`src/rtl/button_conditioner.sv`:
```
// Turns a raw, bouncing, asynchronous push-button level into a debounced level
// plus single-cycle press / release / long-press event pulses.
module button_conditioner #(
  parameter int unsigned BOARD_CLOCK_FREQUENCY_IN_HZ = 100_000_000,
  parameter int unsigned DEBOUNCE_TIME_IN_MS         = 10,
  parameter int unsigned LONG_PRESS_TIME_IN_MS       = 1000
) (
  input  logic clk_i,
  input  logic rst_i,
  input  logic btn_in_i,
  output logic level_o,
  output logic press_o,
  output logic release_o,
  output logic long_press_o
);

  // Products are formed in 64 bits: a 100 MHz clock times 1000 ms overflows 32.
  localparam longint unsigned DEB_PRODUCT  = 64'(BOARD_CLOCK_FREQUENCY_IN_HZ) * 64'(DEBOUNCE_TIME_IN_MS);
  localparam longint unsigned LONG_PRODUCT = 64'(BOARD_CLOCK_FREQUENCY_IN_HZ) * 64'(LONG_PRESS_TIME_IN_MS);
  localparam int unsigned DEBOUNCE_CYCLES   = 32'(DEB_PRODUCT / 64'd1000);
  localparam int unsigned LONG_PRESS_CYCLES = 32'(LONG_PRODUCT / 64'd1000);

  localparam int CNT_W  = (DEBOUNCE_CYCLES < 1)   ? 1 : $clog2(DEBOUNCE_CYCLES + 1);
  localparam int HOLD_W = (LONG_PRESS_CYCLES < 1) ? 1 : $clog2(LONG_PRESS_CYCLES + 1);

  localparam logic [CNT_W-1:0]  CNT_MAX  = CNT_W'(DEBOUNCE_CYCLES);
  localparam logic [CNT_W-1:0]  CNT_ONE  = CNT_W'(1);
  localparam logic [HOLD_W-1:0] HOLD_MAX = HOLD_W'(LONG_PRESS_CYCLES);
  localparam logic [HOLD_W-1:0] HOLD_ONE = HOLD_W'(1);

  if (DEBOUNCE_CYCLES < 1) begin : g_bad_debounce
    $error("button_conditioner: DEBOUNCE_CYCLES must be at least 1");
  end
  if (LONG_PRESS_CYCLES < 1) begin : g_bad_long_press
    $error("button_conditioner: LONG_PRESS_CYCLES must be at least 1");
  end

  typedef enum logic [1:0] {
    IDLE         = 2'd0,
    PRESS_WAIT   = 2'd1,
    PRESSED      = 2'd2,
    RELEASE_WAIT = 2'd3
  } state_e;

  logic              sync0_q, sync1_q;
  state_e            state_q, state_d;
  logic [CNT_W-1:0]  cnt_q, cnt_d;
  logic [HOLD_W-1:0] hold_q, hold_d;
  logic              level_q, level_d;
  logic              press_q, press_d;
  logic              release_q, release_d;
  logic              long_q, long_d;

  always_ff @(posedge clk_i) begin
    if (rst_i) begin
      sync0_q   <= 1'b0;
      sync1_q   <= 1'b0;
      state_q   <= IDLE;
      cnt_q     <= '0;
      hold_q    <= '0;
      level_q   <= 1'b0;
      press_q   <= 1'b0;
      release_q <= 1'b0;
      long_q    <= 1'b0;
    end else begin
      sync0_q   <= btn_in_i;
      sync1_q   <= sync0_q;
      state_q   <= state_d;
      cnt_q     <= cnt_d;
      hold_q    <= hold_d;
      level_q   <= level_d;
      press_q   <= press_d;
      release_q <= release_d;
      long_q    <= long_d;
    end
  end

  always_comb begin
    state_d   = state_q;
    cnt_d     = cnt_q;
    hold_d    = hold_q;
    level_d   = level_q;
    press_d   = 1'b0;
    release_d = 1'b0;
    long_d    = 1'b0;

    // Hold time accrues while the debounced level is high, saturating so the
    // long-press pulse can fire only once per press.
    if (level_q && (hold_q != HOLD_MAX)) begin
      hold_d = hold_q + HOLD_ONE;
      long_d = (hold_q == (HOLD_MAX - HOLD_ONE));
    end

    unique case (state_q)
      IDLE: begin
        if (sync1_q) begin
          state_d = PRESS_WAIT;
          cnt_d   = CNT_ONE;
        end
      end
      PRESS_WAIT: begin
        if (!sync1_q) begin
          state_d = IDLE;
        end else if (cnt_q == CNT_MAX) begin
          state_d = PRESSED;
          level_d = 1'b1;
          press_d = 1'b1;
          hold_d  = '0;
          long_d  = 1'b0;
        end else begin
          cnt_d = cnt_q + CNT_ONE;
        end
      end
      PRESSED: begin
        if (!sync1_q) begin
          state_d = RELEASE_WAIT;
          cnt_d   = CNT_ONE;
        end
      end
      RELEASE_WAIT: begin
        // A bounce back high resumes the press without restarting hold time.
        if (sync1_q) begin
          state_d = PRESSED;
        end else if (cnt_q == CNT_MAX) begin
          state_d   = IDLE;
          level_d   = 1'b0;
          release_d = 1'b1;
        end else begin
          cnt_d = cnt_q + CNT_ONE;
        end
      end
      default: begin
        state_d = IDLE;
      end
    endcase
  end

  assign level_o      = level_q;
  assign press_o      = press_q;
  assign release_o    = release_q;
  assign long_press_o = long_q;

endmodule

```
`config.mk`:
```
export PLATFORM = sky130hd
export DESIGN_NAME = button_conditioner
export DESIGN_NICKNAME = d
export VERILOG_FILES = /design/src/rtl/button_conditioner.sv
export SDC_FILE = /design/constraint.sdc
export NUM_CORES = 1
export LEC_CHECK = 0
export CAP_MARGIN = 20
export CORE_UTILIZATION = 60
export DETAILED_ROUTE_END_ITERATION = 7
export MAX_ROUTING_LAYER = met4
export PLACE_DENSITY = 0.83
export SYNTH_ARGS = -nofsm -noshare
export SYNTH_HDL_FRONTEND = slang
export SYNTH_SLANG_ARGS = --single-unit
```
`constraint.sdc`:
```
create_clock -name clk_i -period 4.6 [get_ports clk_i]
set_input_delay 0.46 -clock clk_i [delete_from_list [all_inputs] [get_ports clk_i]]
set_output_delay 0.46 -clock clk_i [all_outputs]
set_load 0.01 [all_outputs]
```
After elaboration in Yosys (flattened, before gate mapping)
Index checks and enable logic that the tools add are counted.

$add $sub $neg: 2. Equality and inequality tests: 14. Muxes and demuxes: 27. Bitwise operators: 3. Reductions and logical operators: 8.

Operators by type and width (number): 27-bit two-way mux (4); 20-bit two-way mux (5); 20-bit case mux with 4 select lines (1); 27-bit by 1-bit adder with 27-bit output, second input constant (1); 27-bit == test, second input constant (1); 27-bit != test, second input constant (1); 20-bit by 1-bit adder with 20-bit output, second input constant (1); 20-bit == test, second input constant (1); 2-bit two-way mux (6); 2-bit != test, second input constant (6); 1-bit two-way mux (9); 2-bit case mux with 4 select lines (1); 4-bit AND reduction (2); 3-bit != test, second input constant (2); 3-bit OR reduction (2); 5-bit AND reduction (1); 2-bit == test, second input constant (2); 1-bit inverter (3); 2-bit by 1-bit == test with 1-bit output, second input constant (1); 2-bit zero test (1); 1-bit case mux with 2 select lines (1); 2-bit nonzero test (1); 1-bit logical AND (1).

Register bits: 55. Input bits: 3. Output and inout bits: 4. Word-level logic and storage cells: 63.

Longest topological paths before layout
Gate-level depths: netlist of the first run.

Depth in word-level cells: 6. Mapped depth: 8. Depth with buffers taken out: 7.

Least setup slack after synthesis of the first run
Ideal clock, no wire load.

Kind: reg-to-reg. From: reg cnt_q[4]. To: reg hold_q[0]. Library setup time: 115 ps. Data arrival time: 1696 ps. Required time: 4485 ps. Setup slack: 2789 ps. Cell stages (with the launch flop): 8. Buffers on the path: 2. Period minus slack after synthesis: 1811 ps. Cell sequence: dfxtp_1 > or4b_1 > nor4_1 > and4_2 > a21o_2 > buf_6 > buf_12 > nor2_1.

Word-level cells in the longest chain between the ends: 4.

Ends and longest elaborated chain: from (decl) (RTL line 47) `logic [CNT_W-1:0] cnt_q, cnt_d;`; from (signal assigned) (RTL line 69) `cnt_q <= cnt_d;`; 20-bit == test (RTL line 104) `end else if (cnt_q == CNT_MAX) begin`; 27-bit two-way mux (RTL line 104); 27-bit two-way mux (RTL line 102) `if (!sync1_q) begin`; 27-bit two-way mux (RTL line 94) `unique case (state_q)`; to (signal assigned) (RTL line 70) `hold_q <= hold_d;`; to (decl) (RTL line 48) `logic [HOLD_W-1:0] hold_q, hold_d;`.

Every way passes these cells. A chain may end at the register's enable or synchronous reset.

Worst setup path in the final report of the first run
From: reg cnt_q[6]. To: reg long_q, in the netlist long_press_o.

Word-level cells in the longest chain between the ends: 4.

Ends and longest elaborated chain: 20-bit == test (RTL line 104); 1-bit two-way mux (RTL line 104); 1-bit two-way mux (RTL line 102); 1-bit two-way mux (RTL line 94); to (signal assigned) (RTL line 74) `long_q <= long_d;`; to (decl) (RTL line 52) `logic long_q, long_d;`.

Every way passes these cells.

==> metrics, run 1 <==
hold depth 1; num ports 7; Crit path required time 4.77 ns; initial core utilization 63.40%; DR vias/cell 5.693; number of DRC markers in iteration 0 approximately 160; Resized Gates After CTS 0; proportion of synthesized area in mux cells 0.8268%; Max Clock Freq 0.4480 GHz; post-route cell area ~2700 sq um; Hold EP sync1_q; EDFF count, synth 0; vias in the first global route 1,826; Setup Total Neg Slack 0 ns; Crit. End Element register; share of the synthesized area in the top cell type 42.80%; slew margin rel. about half; die height slightly below 70 um; register area approximately 1100 sq um; DRC viols 0; Yosys top cell by area dfxtp_1; Place WS 2.452 ns; core area 4058 sq um; Clock Tree Buf Depth 2; largest family of logic cells by synthesized area simple AND/OR/NAND/NOR gates; Most common cell on crit path nor4_1; maxcap violations 0; #FFs+latches synth 55; status finished clean; post-synthesis sequential area ratio 42.80%; H-tree Lvls 2; post-route setup slack 2.368 ns; worst setup path class reg2reg; Max VDD drop 212.2 uV; actual slew at the worst max-slew pin 0.7469 ns; final setup fails 0; largest net degree at the start of global routing 29; Critical Path AT between 2 and 2.5 ns; Reg clk slew, reported paths roughly 0.08 ns; share of cells above drive strength 1 4.305%; # nets final 310; Main synth FF type dfxtp_1; Metal-1 WL roughly 2200 um; Sink Count 55; hold path start sync0_q; Tcrit/Tclk final approximately half; postcts setup bufs 0; HPWL after DPL around 3200 um; Reg2Reg Capture Point long_press_o; Total GRT Usage 22.88%; Slowest Stage Delay on Critical Path between 0.4 and 0.5 ns; post-route ant nets 0; Adder-Cell Fraction of Synth Area under 10%; Rows 23; Post-synth top cells dfxtp_1, nor2_1, nand2_1, xor2_1; FFs w/ async S/R, synth 0%; fin crit period 2.232 ns; Slew Viols, Final 0; R2R Path Start cnt_q[6]; top cells by area, synth dfxtp_1, nor2_1, xor2_1, xnor2_1, nand4_1; Unique masters post-synth 38; R2R depth 5; CTS tree yes; routed wl met3 125 um; startpoint types register; area of the multi-input gates about 1400 sq um; CP Cell Sequence or4b_1 -> nor4_1 -> and4_2 -> a21o_2 -> nor4_1; clock skew after layout 0.004654 ns; Worst-Skew Late Latency 0.30 ns; Synth Cell Area about 2600 sq um; total power 0.7500 mW; Hold Crit Class reg2reg; grt ovf 0; final wirelength ~4600 um; initial antenna violation count 0; via count 2,004; drt pass-1 iters 4; P&R area growth vs syn 4.864%; Chip Width 67.48 um; Max FO, Critical Path 28; Simple-Gate Fraction of Synth Area between 30% and 40%; Post-Synth XOR/XNOR Area 11.92%; r2r setup slk 2.37 ns; Mapped Nets between 300 and 400; I/O Buffers 6; first-pass GRT wire length 7679 um; DP Area 2625 sq um; leak pwr 0.8404 nW; Root Buffer Master clkbuf_8; syn_area_per_cell roughly 8.6 sq um; count leader, synth dfxtp_1; slowest stage cell, crit path a21o_2; Compound-Gate Fraction of Synth Area 5.934%; Final Hold Fails 0; Cells after Synth 298; final antenna diode count 0; hold-fix buffers at CTS 0; RSZ-0062 raised after global routing no; Routed met2 length 2214 um; Cell Pwr Density 278.0 nW/um^2; uppermost layer routed met4; Synth Warn # 0; gpl congestion a little under 0.8; CTS buffer count 5; fillers 332; Routed wire per std cell about 13 um; die area 4554 sq um
[worst max-delay path by stage]
stage	from	end	slack, ns	cells past startpoint
5_1_grt	cnt_q[6]	hold_q[11]	2.24	5
4_1_cts	cnt_q[6]	long_press_o	2.36	5
6_report	cnt_q[6]	long_press_o	2.37	5
2_1_floorplan	cnt_q[4]	hold_q[0]	2.79	7
3_3_place_gp	cnt_q[4]	long_press_o	2.52	5
3_5_place_dp	cnt_q[6]	long_press_o	2.45	5
[layout make-up]
cell class | count | share of cell area (%)
multi-input cells | 222 | 50.14
flip-flops and latches | 55 | 40.82
clock buffers | 6 | 2.690
well taps | 50 | 2.319
repair buffers | 6 | 2.226
inverters | 13 | 1.809
[cells in the final DEF, fill, tap and decap left out]
master           instances
a211oi_1                 1
ha_1                     4
and4_2                   1
nor4_2                   2
nor4b_1                  4
and4b_1                  1
mux2i_1                  1
nand2_1                 20
and2_1                   2
and4_1                   4
o31ai_1                  1
nor3_1                  11
nand3_2                  1
inv_1                   13
dfxtp_1                 55
nor2b_1                  3
or3_1                   11
o21ai_0                 12
a31oi_1                  1
nand4_2                  1
a21o_1                   1
and3_1                   2
nor4_1                   8
clkdlybuf4s50_1          6
a21oi_1                 11
nor4bb_1                 2
a21o_2                   1
clkbuf_8                 5
xor2_1                  19
or4b_1                   1
nand4_1                 16
nand3_1                 14
nor2_2                   1
nor2_1                  46
xnor2_1                 16
mux2_2                   1
nand2b_1                 2
clkbuf_1                 1
[layer usage]
| layer | GRT usage [%] | up-vias |
|---|---|---|
| met4 | 8.777 | 0 |
| li1 | - | 1042 |
| met2 | 37.50 | 24 |
| met1 | 27.71 | 931 |
| met3 | 4.054 | 7 |
| met5 | - | - |
[worst max-delay path: cells and delay by family (launching register included)]
kind	cells	cell delay, ns
simple gates	4	1.19
compound gates	1	0.48
flops	1	0.43
[kinds of logic after synthesis]
family | after synthesis
xor gates and xnor gates | 35
adders and majority gates | 4
muxes | 2
DFF | 55
AOI/OAI and AO/OA | 28
buffers and inverters | 21
and+or+nand+nor | 153
[sequential cells by signal, summed over array words and instances, names as in the netlist, named ones only]
signal / flops
sync1_q: 1
state_q: 1
cnt_q: 20
sync0_q: 1
hold_q: 27
long_press_o: 1
release_o: 1
press_o: 1
level_o: 1
[per-stage QoR]
step,hold slack (ns),cells,util [%]
4_1_cts,0.4434,352,66.48
5_1_grt,0.4657,352,66.48
3_3_place_gp,0.4167,346,64.69
6_report,0.4442,352,66.48
3_5_place_dp,0.4226,346,64.69
2_1_floorplan,0.4138,298,-
[report_power, final]
| group | internal, mW | total, mW | switching, mW | leakage, nW |
|---|---|---|---|---|
| sequential | 0.479 | 0.485 | 0.00545 | 0.444 |
| combinational | 0.00880 | 0.0242 | 0.0154 | 0.360 |
| clock | 0.102 | 0.241 | 0.139 | 0.0371 |
(Power assumes the default switching activity.)
==> run 2, diff against run 1 <==
- clock period: 4.6 -> 2.2 ns (I/O delays scaled with it)
==> run 2 against run 1 <==
Net effect: maximum frequency is 18% higher; hold slack better by 0.0020 ns; non-clock buffer count is 5 higher; register-to-register slack worse by 2.1 ns; clock power is 130% higher; clock-buffer cell count is 1 lower; die area stayed put; via count is 0.90% higher; critical path type unchanged; largest cell class unchanged.
==> metrics, run 2 (synthesis gave the netlist of run 1 again) <==
postcts setup bufs 0 (unchanged); Sink Count 55 (unchanged); Root Buffer Master clkbuf_8; Tcrit/Tclk final 86.14% (+38 points); slew margin rel. 60.59% (+11 points); post-route ant nets 0 (unchanged); I/O Buffers 6 (unchanged); worst setup path class reg2reg; initial core utilization 63.40% (unchanged); Max FO, Critical Path 28 (unchanged); final wirelength 4485 um (-2.7%); DRC viols 0 (unchanged); grt ovf 0 (unchanged); commonest non-fill, non-tap cell in the layout dfxtp_1; H-tree Lvls 2 (unchanged); die area 4554 sq um (unchanged); via count 2,022 (+0.90%); r2r setup slk 0.30 ns (-2.06 ns); fin crit period 1.895 ns (-0.3372 ns); startpoint types register; Final Util 68.12% (+1.6 points); Critical Path AT 2.10 ns (-0.30 ns); worst setup path start cnt_q[6]; vias in the first global route 1,765 (-3.3%); status finished clean; num ports 7 (unchanged); actual slew at the worst max-slew pin 0.5861 ns (-0.1607 ns); Crit. End Element register; largest net degree at the start of global routing 29 (unchanged); final antenna diode count 0 (unchanged); final setup fails 0 (unchanged); first-pass GRT wire length 7300 um (-4.9%); RSZ-0062 raised after global routing no; Resized Gates After CTS 0 (unchanged); CTS buffer count 5 (unchanged); # nets final 315 (+1.6%); Clock Tree Buf Depth 2 (unchanged); gpl congestion 0.8708 (+13%); drt pass-1 iters 5 (+1); core area 4058 sq um (unchanged); Setup Total Neg Slack 0 ns (unchanged); hold-fix buffers at CTS 0 (unchanged); number of DRC markers in iteration 0 112 (-28%); P&R area growth vs syn 7.442%; Largest register FFs 27 (unchanged); Worst Setup EP long_press_o; Final Hold Fails 0 (unchanged); R2R depth 6 (+1); Cell Pwr Density 585.2 nW/um^2 (+110%); die height 67.48 um (unchanged); HPWL after DPL 3113 um (-3.2%); clock skew after layout 0.003308 ns (-0.001346 ns); Routed wire per std cell 12.49 um (-4.6%); Max VDD drop 471.8 uV (+120%); share of cells above drive strength 1 6.796% (+2.5 points); initial antenna violation count 0 (unchanged); DR vias/cell 5.632 (-1.1%); Chip Width 67.48 um (unchanged); most flop-heavy register hold_q; Reg clk slew, reported paths 0.09 ns (about the same); CTS tree yes; Largest regs hold_q (27), cnt_q (20); leak pwr 0.8734 nW (+3.9%); Worst-Skew Late Latency 0.31 ns (about the same); Rows 23 (unchanged); commonest cells after routing, fill and taps aside dfxtp_1, nor2_1, nand2_1; Reg2Reg Capture Point long_press_o; Hold Crit Class reg2reg; Crit path required time 2.40 ns (-2.37 ns); Total GRT Usage 21.87% (-1.0 points); Max Clock Freq 0.5277 GHz (+18%); maxcap violations 0 (unchanged); Slew Viols, Final 0 (unchanged); R2R Path Start cnt_q[6]
run 2: cell count changes in the layout (fill, tap and decap cells not counted):
| cell | delta |
|---|---|
| buf_4 | +4 |
| clkinv_2 | +1 |
| clkinvlp_4 | +2 |
| buf_12 | +1 |
| clkbuf_1 | -1 |
run 2: how the worst min path moves through the flow:
| stage | startpoint | to | slack (ns) | cells past startpoint |
|---|---|---|---|---|
| floorplan | btn_in_i | sync0_q | 0.35 | 1 |
| global placement | sync0_q | sync1_q | 0.42 | 1 |
| detailed placement | sync0_q | sync1_q | 0.43 | 1 |
| CTS | btn_in_i | sync0_q | 0.44 | 2 |
| global route | btn_in_i | sync0_q | 0.47 | 2 |
| finish | sync0_q | sync1_q | 0.45 | 1 |
run 2: through the flow:
step                hold WS (ns)  worst slack (ns)  power [mW]  area (sq um)  cells
global route              0.4704            0.1791       1.673          2764    359
global placement          0.4177            0.3316       1.092          2675    351
CTS                       0.4431            0.3146       1.640          2764    359
detailed placement        0.4284            0.3313       1.094          2675    351
finish                    0.4461            0.3048       1.617          2764    359
floorplan                 0.3482            0.3894       1.081          2572    298
run 2: routing by layer:
| metal | part of all wire (%) | vias to the layer above | global-route usage, % |
|---|---|---|---|
| met5 | 0 | - | - |
| met4 | 1.8 | 0 | 10.37 |
| met3 | 2.4 | 10 | 4.561 |
| met2 | 49 | 26 | 35.89 |
| met1 | 47 | 924 | 25.23 |
| li1 | - | 1062 | - |
run 2: critical path, stage by stage (launching register included):
cell,delay [ns]
dfxtp_1,0.43
or4b_1,0.45
nor4_1,0.20
and4_2,0.30
a21o_2,0.16
buf_12,0.17
nor4_1,0.07
run 2: cell type report:
type	instances	area (sq um)
Clock inverter	3	20.02
Sequential cell	55	1101
Timing Repair Buffer	11	110.1
Clock buffer	5	68.82
Inverter	13	48.80
Fill cell	312	1294
Multi-Input combinational cell	222	1353
Tap cell	50	62.56
run 2: power by group:
part | switching (mW) | total (mW) | internal (mW) | leakage, nW
clock | 0.325 | 0.547 | 0.222 | 0.0402
combinational | 0.0324 | 0.0562 | 0.0237 | 0.390
sequential | 0.0117 | 1.01 | 1.00 | 0.444
